$ cat src/rtl/adder_word_chain.sv
// Multi-word ripple adder: operand words arrive least-significant first, the carry
// chains across the words of a packet, and result words leave through a 2-entry FIFO.
module adder_word_chain #(
    parameter int MAX_WORDS = 16
) (
    input  logic        clk,
    input  logic        rst,
    input  logic        in_valid,
    output logic        in_ready,
    input  logic [15:0] in_a,
    input  logic [15:0] in_b,
    input  logic        in_last,
    output logic        out_valid,
    input  logic        out_ready,
    output logic [15:0] out_sum,
    output logic        out_last,
    output logic        out_cout,
    output logic [3:0]  out_idx,
    output logic        err_len
);

    typedef enum logic {
        IDLE = 1'b0,
        BUSY = 1'b1
    } state_t;

    typedef struct packed {
        logic [15:0] sum;
        logic        last;
        logic        cout;
        logic [3:0]  idx;
    } entry_t;

    localparam logic [3:0] LAST_IDX = 4'(MAX_WORDS - 1);

    state_t      state_reg, state_next;
    logic        carry_reg, carry_next;
    logic [3:0]  cnt_reg, cnt_next;
    logic        err_reg, err_next;

    entry_t      fifo_mem [2];
    logic        wr_ptr_reg, rd_ptr_reg;
    logic [1:0]  occ_reg, occ_next;

    logic        push, pop;
    logic        carry_in;
    logic [3:0]  word_idx;
    logic [16:0] word_sum;
    logic        word_final;
    logic        word_overlong;
    entry_t      new_entry;
    entry_t      head;

    assign in_ready = (occ_reg != 2'd2);
    assign push     = in_valid & in_ready;
    assign pop      = out_valid & out_ready;

    // In IDLE no word of the current packet has been seen, so carry and index start from zero.
    assign carry_in      = (state_reg == BUSY) ? carry_reg : 1'b0;
    assign word_idx      = (state_reg == BUSY) ? cnt_reg : 4'd0;
    assign word_sum      = {1'b0, in_a} + {1'b0, in_b} + {16'd0, carry_in};
    assign word_overlong = (word_idx == LAST_IDX) & ~in_last;
    assign word_final    = in_last | (word_idx == LAST_IDX);

    always_comb begin
        new_entry.sum  = word_sum[15:0];
        new_entry.last = word_final;
        new_entry.cout = word_final ? word_sum[16] : 1'b0;
        new_entry.idx  = word_idx;
    end

    always_comb begin
        state_next = state_reg;
        carry_next = carry_reg;
        cnt_next   = cnt_reg;
        err_next   = err_reg;
        if (push) begin
            if (word_final) begin
                state_next = IDLE;
                carry_next = 1'b0;
                cnt_next   = 4'd0;
                err_next   = err_reg | word_overlong;
            end else begin
                state_next = BUSY;
                carry_next = word_sum[16];
                cnt_next   = word_idx + 4'd1;
            end
        end
    end

    always_ff @(posedge clk) begin
        if (rst) begin
            state_reg <= IDLE;
            carry_reg <= 1'b0;
            cnt_reg   <= 4'd0;
            err_reg   <= 1'b0;
        end else begin
            state_reg <= state_next;
            carry_reg <= carry_next;
            cnt_reg   <= cnt_next;
            err_reg   <= err_next;
        end
    end

    // Occupancy bookkeeping; push is only possible below 2 and pop only above 0.
    always_comb begin
        occ_next = occ_reg;
        case ({push, pop})
            2'b10:   occ_next = occ_reg + 2'd1;
            2'b01:   occ_next = occ_reg - 2'd1;
            default: occ_next = occ_reg;
        endcase
    end

    always_ff @(posedge clk) begin
        if (rst) begin
            wr_ptr_reg <= 1'b0;
            rd_ptr_reg <= 1'b0;
            occ_reg    <= 2'd0;
        end else begin
            occ_reg <= occ_next;
            if (push) begin
                wr_ptr_reg <= ~wr_ptr_reg;
            end
            if (pop) begin
                rd_ptr_reg <= ~rd_ptr_reg;
            end
        end
    end

    always_ff @(posedge clk) begin
        if (!rst && push) begin
            fifo_mem[wr_ptr_reg] <= new_entry;
        end
    end

    // Storage is not reset, so the head is masked to zero whenever the FIFO is empty.
    assign head      = fifo_mem[rd_ptr_reg];
    assign out_valid = (occ_reg != 2'd0);
    assign out_sum   = out_valid ? head.sum  : 16'd0;
    assign out_last  = out_valid ? head.last : 1'b0;
    assign out_cout  = out_valid ? head.cout : 1'b0;
    assign out_idx   = out_valid ? head.idx  : 4'd0;
    assign err_len   = err_reg;

endmodule

$ cat config.mk
export PLATFORM = sky130hd
export DESIGN_NAME = adder_word_chain
export DESIGN_NICKNAME = d
export VERILOG_FILES = /design/src/rtl/adder_word_chain.sv
export SDC_FILE = /design/constraint.sdc
export NUM_CORES = 1
export LEC_CHECK = 0
export CAP_MARGIN = 20
export CORE_ASPECT_RATIO = 0.6
export CORE_MARGIN = 1
export CORE_UTILIZATION = 60
export DETAILED_ROUTE_END_ITERATION = 6
export DONT_BUFFER_PORTS = 1
export GPL_TIMING_DRIVEN = 1
export PLACE_DENSITY_LB_ADDON = 0.3
export SLEW_MARGIN = 5
export SYNTH_ARGS = -nofsm -noshare
export SYNTH_HDL_FRONTEND = slang
export SYNTH_SLANG_ARGS = --single-unit
$ cat constraint.sdc
create_clock -name clk -period 3.9 [get_ports clk]
set_clock_uncertainty 0.1 [all_clocks]
set_input_delay 0 -clock clk [delete_from_list [all_inputs] [get_ports clk]]
set_output_delay 0 -clock clk [all_outputs]
set_load 0.05 [all_outputs]
### Word-level counts from Yosys, hierarchy flattened

Memories as Yosys holds them, arrays and structs flattened. A register that Yosys moved wholly into a read port is not among the register bits.
Index checks and enable logic that the tools add are counted.

* RAM bits: 44
* output and inout port bits: 25
* flip-flop bits (word level): 11
* memories kept: 1
* bits of input ports: 37
* word-level logic and storage cells: 45

Memory list
* fifo_mem: depth 2, width 22, rd ports 1, clocked after Yosys merged registers in 1, wr ports 1, RTL line 41 `entry_t fifo_mem [2];`

* $add $sub $neg: 5
* reductions and logical operators: 5
* bitwise logic cells: 8
* equal/unequal tests: 4
* muxes and demuxes: 15

Operators with widths (number)
* $add 16x16->17: 1
* $add 17x1->17: 1
* $mux 16: 1
* $mux 4: 3
* $mux 1: 10
* $add 4x1->4 const B: 1
* $eq 4x4->1 const B: 1
* $pmux 2 s2: 1
* $reduce_bool 2->1: 2
* $and 1x1->1: 3
* $not 1->1: 3
* $add 2x1->2 const B: 1
* $eq 2x1->1 const B: 1
* $eq 2x2->1 const B: 1
* $ne 2x2->1 const B: 1
* $or 1x1->1: 2
* $reduce_and 2->1: 1
* $sub 2x1->2 const B: 1
* $logic_and 1x1->1: 1
* $logic_not 1->1: 1

### Logic depth before layout (Yosys ltp)

Gate-level depths: netlist of the first run.

* word-level depth: 5
* depth in mapped cells: 10
* depth with buffers taken out: 9

### Worst setup path after synthesis of the first run

No wires, ideal clock.

* kind: register -> register
* start: register occ_reg[0]
* end: memory fifo_mem[1][0] (netlist bit), enable pin
* data required time: 3.366 ns
* setup time: 0.434 ns
* cell stages (with the launch flop): 5
* clock period less this slack: 3.531 ns
* path buffers: 1
* data arrival time: 2.998 ns
* setup slack: 0.369 ns
* cell sequence: dfxtp_1 > nand2b_1 > nand2_1 > buf_2 > nor3b_1

* cells in the longest elaborated chain, start to end: 5

Ends and longest elaborated chain
* start: declaration: RTL line 43 `logic [1:0] occ_reg, occ_next;`
* start signal: assignment: RTL line 121 `occ_reg <= occ_next;`
* $ne 2x2->1: RTL line 54 `assign in_ready = (occ_reg != 2'd2);`
* via in_ready: RTL line 9 `output logic in_ready,`
* $and 1x1->1: RTL line 55 `assign push = in_valid & in_ready;`
* $logic_and 1x1->1: RTL line 132 `if (!rst && push) begin`
* $mux 1: RTL line 132
* $mux 1 (not written as such): RTL line 133 `fifo_mem[wr_ptr_reg] <= new_entry;`
* end: declaration: RTL line 41

The timed path passes the listed nets, and every way through them passes these cells.

### Worst setup path after layout of the first run

* start: register occ_reg[0]
* end: memory fifo_mem[1][20] (netlist bit), enable pin

Same word-level chain as after synthesis.

==> results of run 1 <==
## layout by cell type (no fill, tap or decap), types with 2 or more instances in the layout
master	count
a21oi_2	2
edfxtp_1	44
fa_1	2
nand2_1	9
inv_1	7
nor2b_1	3
buf_4	3
a2bb2oi_1	2
clkbuf_8	5
nor2_1	41
a21o_1	4
dfxtp_1	12
a31oi_1	2
nand3_1	2
ha_1	17
mux2i_1	22
nand2b_1	6
and2_1	5
nand4_1	3
xnor2_1	10
o21ai_0	9
o211ai_2	2
o21a_1	3
nor3_1	4
xor2_1	6
dlygate4sd3_1	4
or3_1	2
a21oi_1	22
## layer usage
layer	track usage (%)	part of all wire, %	wire length, um
met5	0	0	0
met4	5.27	0.98	56
met3	6.78	7.8	447
met2	31.7	40	2280
met1	35.0	51	2940
## path summary, 6_finish.rpt
check                          to  slack [ns]  cells after the start
setup / recovery  fifo_mem[1][20]        1.03                      4
hold / removal    fifo_mem[0][21]       0.004                      2
setup reg to reg  fifo_mem[1][20]        1.03                      4
hold reg to reg              flop        0.43                      2
## layout make-up
class	count	area, um^2
Clock buffer	5	68.8
Clock inverter	3	22.5
Fill cell	355	1470
Inverter	8	30.0
Multi-Input combinational cell	197	1390
Sequential cell	56	1560
Tap cell	63	78.8
Timing Repair Buffer	7	62.6
## kinds of logic after synthesis
kind of cell	Yosys count	share of synthesized area (%)
simple gates	86	13.8
flops	56	52.0
compound gates	54	11.6
mux	22	7.33
fa+ha+maj	19	8.41
buf+inv	17	2.29
xor+xnor	16	4.66
## metrics by stage
stage	setup WS, ns	std cells
floorplan	0.369	270
global placement	1.15	327
detailed placement	1.08	327
CTS	1.03	339
global route	0.839	339
finish	1.03	339
## worst register-to-register path, cell delays in order, from the launching register on
cell,delay [ns]
dfxtp_1,0.42
nand2b_1,0.51
nand2_1,0.52
nor3b_2,0.66
buf_4,0.35
## power by group through the flow
| stage | registers, mW | clock network [mW] | logic [mW] |
|---|---|---|---|
| 4_1_cts | 0.804 | 0.321 | 0.879 |
| 6_report | 0.805 | 0.317 | 0.877 |
| 2_1_floorplan | 0.772 | 0 | 0.805 |
| 3_3_place_gp | 0.814 | 0 | 0.861 |
| 3_5_place_dp | 0.818 | 0 | 0.873 |
| 5_1_grt | 0.814 | 0.345 | 0.934 |
==> results.cfg, run 1 <==
[run_status]
status = finished, final reports clean

[global_routing]
first_global_vias = 1795
grt_usage_pct = 22.9
grt_pass1_wl_um = 8980
antenna_found_initial = 0
grt_overflow_total = 0
grt_max_degree = 25

[clock_network]
cts_max_path_buffers = 2
cts_setup_buffers = 0
cts_made_buffers = 5
clk_latency_ns = 0.31
cts.clk_slew.worst_paths_ns = 0.11
ctsHoldBuffers = 4
cts_max_level = 2
numClockSinks = 56
cts_resized = 0
root_buffer = clkbuf_8
cts_tree = done

[floorplanning]
dieArea_um2 = 5310
io_pins = 62
core_area_um2 = 4680
die_w_um = 93.4
start_util_pct = 64.2
num_rows = 19
die_h_um = 56.8

[setup_path]
crit_path_cell_trace = nand2b_1 > nand2_1 > nor3b_2 > buf_4
crit_path_start = occ_reg[0]
worstSetupPathType = flop to flop
required_ns = 3.80
cp-end-kind = flop
path_buf_inv = 1
regToRegStartpoint = occ_reg[0]
critPathLaunchType = flop
cp_top_family = simple AND/OR/NAND/NOR gates
slowest_delay_ns = 0.66
crit_fanout = 17
cp_slowest_cell = nor3b_2
cp_data_arrival_time_ns = 2.77

[synth]
synth_area_leader_cell = edfxtp_1
ys.flop_type = edfxtp_1
synth_fp_nets = 326
synth_common_cells = edfxtp_1, nor2_1, a21oi_1, mux2i_1, ha_1
synth_edf_count = 44
avgSynthCellArea_um2 = 11.1
synth_cell_types = 44
synthArstFlopShare_pct = 0
ys_seq_elements = 56
synth-warning-count = 0
syn_inst = 270
netlist_area_um2 = 3010
yosys-top-cells-area = edfxtp_1, dfxtp_1, mux2i_1
synth_seq_area_share_pct = 52.0
synth.top_cell.area_share_pct = 44.0
post-synth-top-count-cell = edfxtp_1

[pwr]
power_frac_seq_pct = 40.3
clockPowerShare_pct = 15.8
max-vdd-ir-drop_uv = 210
p_int_mw = 1.06
p_leak_nw = 1.17
netSwitchingFraction_pct = 46.9
p_per_area_nw_per_um2 = 622
power_mw = 2.00
comb_power_share_pct = 43.9
switchingPower_mw = 0.937

[sta]
min_period_ns = 2.87
drv_slew = 0
finalHoldViolCount = 0
rsz0062_at_grt = no
finalCritPeriodShare_pct = 73.6
tns_ns = 0
hold_ws_ns = 0.00426
slew_headroom_pct = 27.2
setup_violations = 0
fmax_mhz = 348
worstMarginPinSlew_ns = 1.09

[flow_run]
max_cap_viol_count = 0

[placement]
io_buffers = 0
place.gp.congestion = 0.839
placed_area_um2 = 3080
dp_hpwl_um = 4240

[drt]
num_vias = 2013
vias_per_cell = 5.94
drc = 0
drtIter0Drc = 116
drt_pass1_iterations = 4
final_antenna_net_count = 0
wl_per_cell_um = 16.9
drt-total-wl_um = 5720

[cells_and_area]
final_cell_area_um2 = 3210
fin_util_pct = 68.6
antenna_cells = 0
drive_above_1_share_pct = 8.70
area_delta_synth_final_pct = 6.87
largest_reg_flops = 44
num-nets-final = 331

[worst_hold_path]
hold_path_class = input pin to flop
min_from = in_b[15]
(Power assumes the default switching activity.)
==> run 2, diff against run 1 <==
==> constraint.sdc (replaced) <==
create_clock -name clk -period 3 [get_ports clk]
set_clock_uncertainty 0.1 [all_clocks]
set_input_delay 0 -clock clk [delete_from_list [all_inputs] [get_ports clk]]
set_output_delay 0 -clock clk [all_outputs]
set_load 0.05 [all_outputs]
==> run 2 against run 1 <==
Against the previous run: global-route usage grew 1.9 points; non-clock buffer count grew 26; cell count grew 7.7%; sequential share of layout area shrank 2.8 points; clock-buffer cell count is the same; combinational power grew 61%.
==> results.cfg, run 2 (synthesis results as in run 1) <==
[setup_path]
critPathLaunchType = flop
required_ns = 3.05
cp_top_family = adder cells
regToRegStartpoint = state_reg
crit_path_start = state_reg
cp_data_arrival_time_ns = 2.87
crit_path_cell_trace = nand2_1 > fa_1 > fa_1 > nor2b_1 > o31a_1 > nand2b_1 > a21oi_2 > or2_1 > a21oi_1
crit_fanout = 9
crit_top_cell = fa_1
cp-end-kind = flop
path_buf_inv = 0
cp_slowest_cell = dfxtp_1
slowest_delay_ns = 0.48
worstSetupPathType = flop to flop
ff2ff_setup_slack_ns = 0.18

[placement]
place.gp.congestion = 0.939
dp.cells = 353
dp_hpwl_um = 4460
io_buffers = 0
place_ws_ns = 0.253

[cells_and_area]
drive_above_1_share_pct = 16.6
fill_cells = 325
antenna_cells = 0
fin_cells = 365
largest_reg_flops = 44
area_delta_synth_final_pct = 13.4
final_common_cell = edfxtp_1
num-nets-final = 357
final_cell_mix = edfxtp_1, nor2_1, buf_4, a21oi_1, mux2i_1

[sta]
worstMarginPinSlew_ns = 0.600
finalCritPeriodShare_pct = 93.9
fmax_mhz = 355
setup_slack_ns = 0.184
rsz0062_at_grt = no
slew_headroom_pct = 59.9
finalHoldViolCount = 0
min_period_ns = 2.82
setup_violations = 0
tns_ns = 0
drv_slew = 0

[global_routing]
grt_max_degree = 24
use_met2_pct = 34.8
busiest_layer = met1
groute.layer.met1.usage_pct = 38.4
grt_pass1_wl_um = 9600
grt_usage_pct = 24.8
grt_overflow_total = 0
antenna_found_initial = 0
first_global_vias = 1895
grt_use_met3_pct = 5.01

[pwr]
netSwitchingFraction_pct = 44.9
p_leak_nw = 1.31
max-vdd-ir-drop_uv = 496
p_per_area_nw_per_um2 = 830
switchingPower_mw = 1.27
clockPowerShare_pct = 14.8
comb_power_share_pct = 49.9
p_int_mw = 1.56
power_frac_seq_pct = 35.3

[clock_network]
clk_latency_ns = 0.31
ctsHoldBuffers = 4
cts_max_path_buffers = 2
cts_tree = done
numClockSinks = 56
cts.clk_slew.worst_paths_ns = 0.10
cts_made_buffers = 5
cts_setup_buffers = 0
cts_resized = 0
cts_max_level = 2
root_buffer = clkbuf_8

[worst_hold_path]
hold_path_class = input pin to flop
min_from = in_b[0]

[floorplanning]
num_rows = 19
die_w_um = 93.4
dieArea_um2 = 5310
io_pins = 62
core_area_um2 = 4680
start_util_pct = 64.2
die_h_um = 56.8

[drt]
vias_per_cell = 5.82
drt_pass1_iterations = 4
drc = 0
num_vias = 2123
drt-total-wl_um = 6080
drtIter0Drc = 98
wl_per_cell_um = 16.7
final_antenna_net_count = 0

[run_status]
status = finished, final reports clean

[flow_run]
max_cap_viol_count = 0
run 2: metrics by stage:
step | util (%) | hold slack (ns) | cell area [um^2] | power [mW]
4_1_cts | 72.7 | 0.0137 | 3410 | 2.84
5_1_grt | 72.7 | 0.0226 | 3410 | 2.97
2_1_floorplan | - | -0.0309 | 3020 | 2.05
3_3_place_gp | 69.9 | -0.0290 | 3280 | 2.39
3_5_place_dp | 69.9 | -0.0254 | 3280 | 2.42
6_report | 72.7 | 0.0195 | 3410 | 2.83
run 2: worst paths after layout:
check / cells after the start / end
setup reg to reg: 9 / fifo_mem[1][4]
hold / removal: 3 / fifo_mem[1][6]
hold reg to reg: 2 / cnt_reg[1]
setup / recovery: 9 / fifo_mem[1][4]
run 2: layer usage:
metal  share of wire, %  up-vias
li1                   -     1034
met1                 48      978
met2                 42      106
met3                9.9        5
met4               0.82        0
met5                  0        -
run 2: worst register-to-register path: stages (launching register included):
cell and delay, ns:
dfxtp_1 0.48, nand2_1 0.13, fa_1 0.42, fa_1 0.42
nor2b_1 0.17, o31a_1 0.20, nand2b_1 0.18, a21oi_2 0.09
or2_1 0.26, a21oi_1 0.20
run 2: cell type report:
class                           count  area (um^2)  area share [%]
Clock buffer                        5         68.8            2.02
Clock inverter                      3         22.5           0.661
Inverter                            8         30.0           0.881
Multi-Input combinational cell    197         1390            40.7
Sequential cell                    56         1560            45.8
Tap cell                           63         78.8            2.31
Timing Repair Buffer               33          258            7.57
run 2: power by group through the flow:
stage                     clock, mW  combinational (mW)  sequential [mW]
after global placement            0                1.38             1.01
after detailed placement          0                1.40             1.02
after CTS                     0.428                1.41            0.998
after floorplan                   0                1.05             1.00
after global routing          0.459                1.50             1.01
final                         0.419                1.41            0.998
==> run 3, diff against run 2 <==
--- a/config.mk
+++ b/config.mk
@@ -9,6 +9,7 @@
 export CORE_ASPECT_RATIO = 0.6
 export CORE_MARGIN = 1
 export CORE_UTILIZATION = 60
+export CTS_BUF_LIST = sky130_fd_sc_hd__clkbuf_16
 export DETAILED_ROUTE_END_ITERATION = 6
 export DONT_BUFFER_PORTS = 1
 export GPL_TIMING_DRIVEN = 1
==> run 3 against run 2 <==
Against the previous run: die area is the same; critical path depth is the same; combinational power is essentially flat; critical path type unchanged.
==> results.cfg, run 3 (synthesis results as in run 1) <==
[run_status]
status = finished, final reports clean

[cells_and_area]
fin_cells = 366
regArea_um2 = 1560
drive_above_1_share_pct = 16.5
multi_input_area_um2 = 1390
area_delta_synth_final_pct = 15.6
num-nets-final = 358
largest_reg_flops = 44
antenna_cells = 0
fin_util_pct = 74.2
final_cell_area_um2 = 3470
final_cell_mix = edfxtp_1, nor2_1, buf_4, a21oi_1, mux2i_1
fill_cells = 306
final_common_cell = edfxtp_1

[global_routing]
grt_pass1_wl_um = 9800
grt_overflow_total = 0
grt_usage_pct = 25.2
grt_max_degree = 24
antenna_found_initial = 0
first_global_vias = 1935

[clock_network]
cts_setup_buffers = 0
numClockSinks = 56
cts_tree = done
cts_made_buffers = 5
cts_max_path_buffers = 2
cts.clk_slew.worst_paths_ns = 0.07
root_buffer = clkbuf_16
clk_latency_ns = 0.29
cts_max_level = 2

[sta]
min_period_ns = 2.76
setup_slack_ns = 0.237
hold_ws_ns = 0.0468
slew_headroom_pct = 58.7
rsz0062_at_grt = no
fmax_mhz = 362
worstMarginPinSlew_ns = 0.618
tns_ns = 0
finalCritPeriodShare_pct = 92.1
finalHoldViolCount = 0
drv_slew = 0
setup_violations = 0

[setup_path]
ff2ff_setup_slack_ns = 0.24
crit_path_start = state_reg
regToRegStartpoint = state_reg
endpoint = fifo_mem[0][4]
rr_endpoint = fifo_mem[0][4]
crit_fanout = 9
cp-end-kind = flop
critPathLaunchType = flop
required_ns = 3.03
cp_data_arrival_time_ns = 2.80
worstSetupPathType = flop to flop
r2r.worst_path.cells = 9

[floorplanning]
core_area_um2 = 4680
io_pins = 62
num_rows = 19
dieArea_um2 = 5310
start_util_pct = 64.2
die_w_um = 93.4
die_h_um = 56.8

[pwr]
p_leak_nw = 1.33
p_per_area_nw_per_um2 = 862
power_mw = 2.99
max-vdd-ir-drop_uv = 509

[placement]
place.gp.congestion = 0.939
dp.cells = 353
io_buffers = 0
placed_area_um2 = 3280
place_ws_ns = 0.253
dp_hpwl_um = 4460

[worst_hold_path]
hold_path_class = input pin to flop

[drt]
drt-total-wl_um = 6220
final_antenna_net_count = 0
drtIter0Drc = 139
drc = 0
wl_per_cell_um = 17.0
vias_per_cell = 5.88
drt_pass1_iterations = 5
num_vias = 2151

[flow_run]
max_cap_viol_count = 0
==> run 3: changes by cell type in the layout (fill, tap and decap cells not counted) <==
cell / delta
clkbuf_16: +5
dlygate4sd3_1: +1
clkbuf_8: -5
==> run 3: worst max-delay path, stage by stage, from the launching register on <==
cell,delay (ns)
dfxtp_1,0.46
nand2_1,0.13
fa_1,0.41
fa_1,0.42
nor2b_1,0.17
o31a_1,0.20
nand2b_1,0.18
a21oi_2,0.09
or2_1,0.26
a21oi_1,0.18
==> run 3: cell type report <==
type / instances / area share (%)
sequential: 56 / 45.0
multi-input combinational: 197 / 39.9
timing repair buffer: 34 / 7.71
clock buffer: 5 / 3.60
tap: 63 / 2.27
inverter: 8 / 0.865
clock inverter: 3 / 0.648
==> run 3: worst min-delay path by stage <==
| stage | from | end | depth (start not counted) |
|---|---|---|---|
| global placement | rst | occ_reg[1] | 1 |
| floorplan | rst | occ_reg[1] | 1 |
| global route | in_b[0] | fifo_mem[1][6] | 3 |
| detailed placement | rst | cnt_reg[1] | 1 |
| CTS | in_b[3] | fifo_mem[0][9] | 2 |
| finish | in_b[0] | fifo_mem[1][6] | 3 |
==> run 3: repair_timing <==
action                    CTS  global route
gates resized for setup     0             0
hold endpoints to repair   28             0
hold buffers                5             0
==> run 3: report_power, final <==
part | total (mW) | leakage (nW) | switching (mW) | internal (mW)
combinational | 1.42 | 0.754 | 0.983 | 0.432
sequential | 0.999 | 0.505 | 0.0412 | 0.958
clock | 0.579 | 0.0742 | 0.266 | 0.313
==> run 3: routing by layer <==
layer	GRT usage (%)	routed length, um	vias to the layer above
met1	38.3	3010	996
li1	-	-	1041
met5	0	0	-
met3	5.42	567	9
met2	36.7	2580	105
met4	6.59	64	0
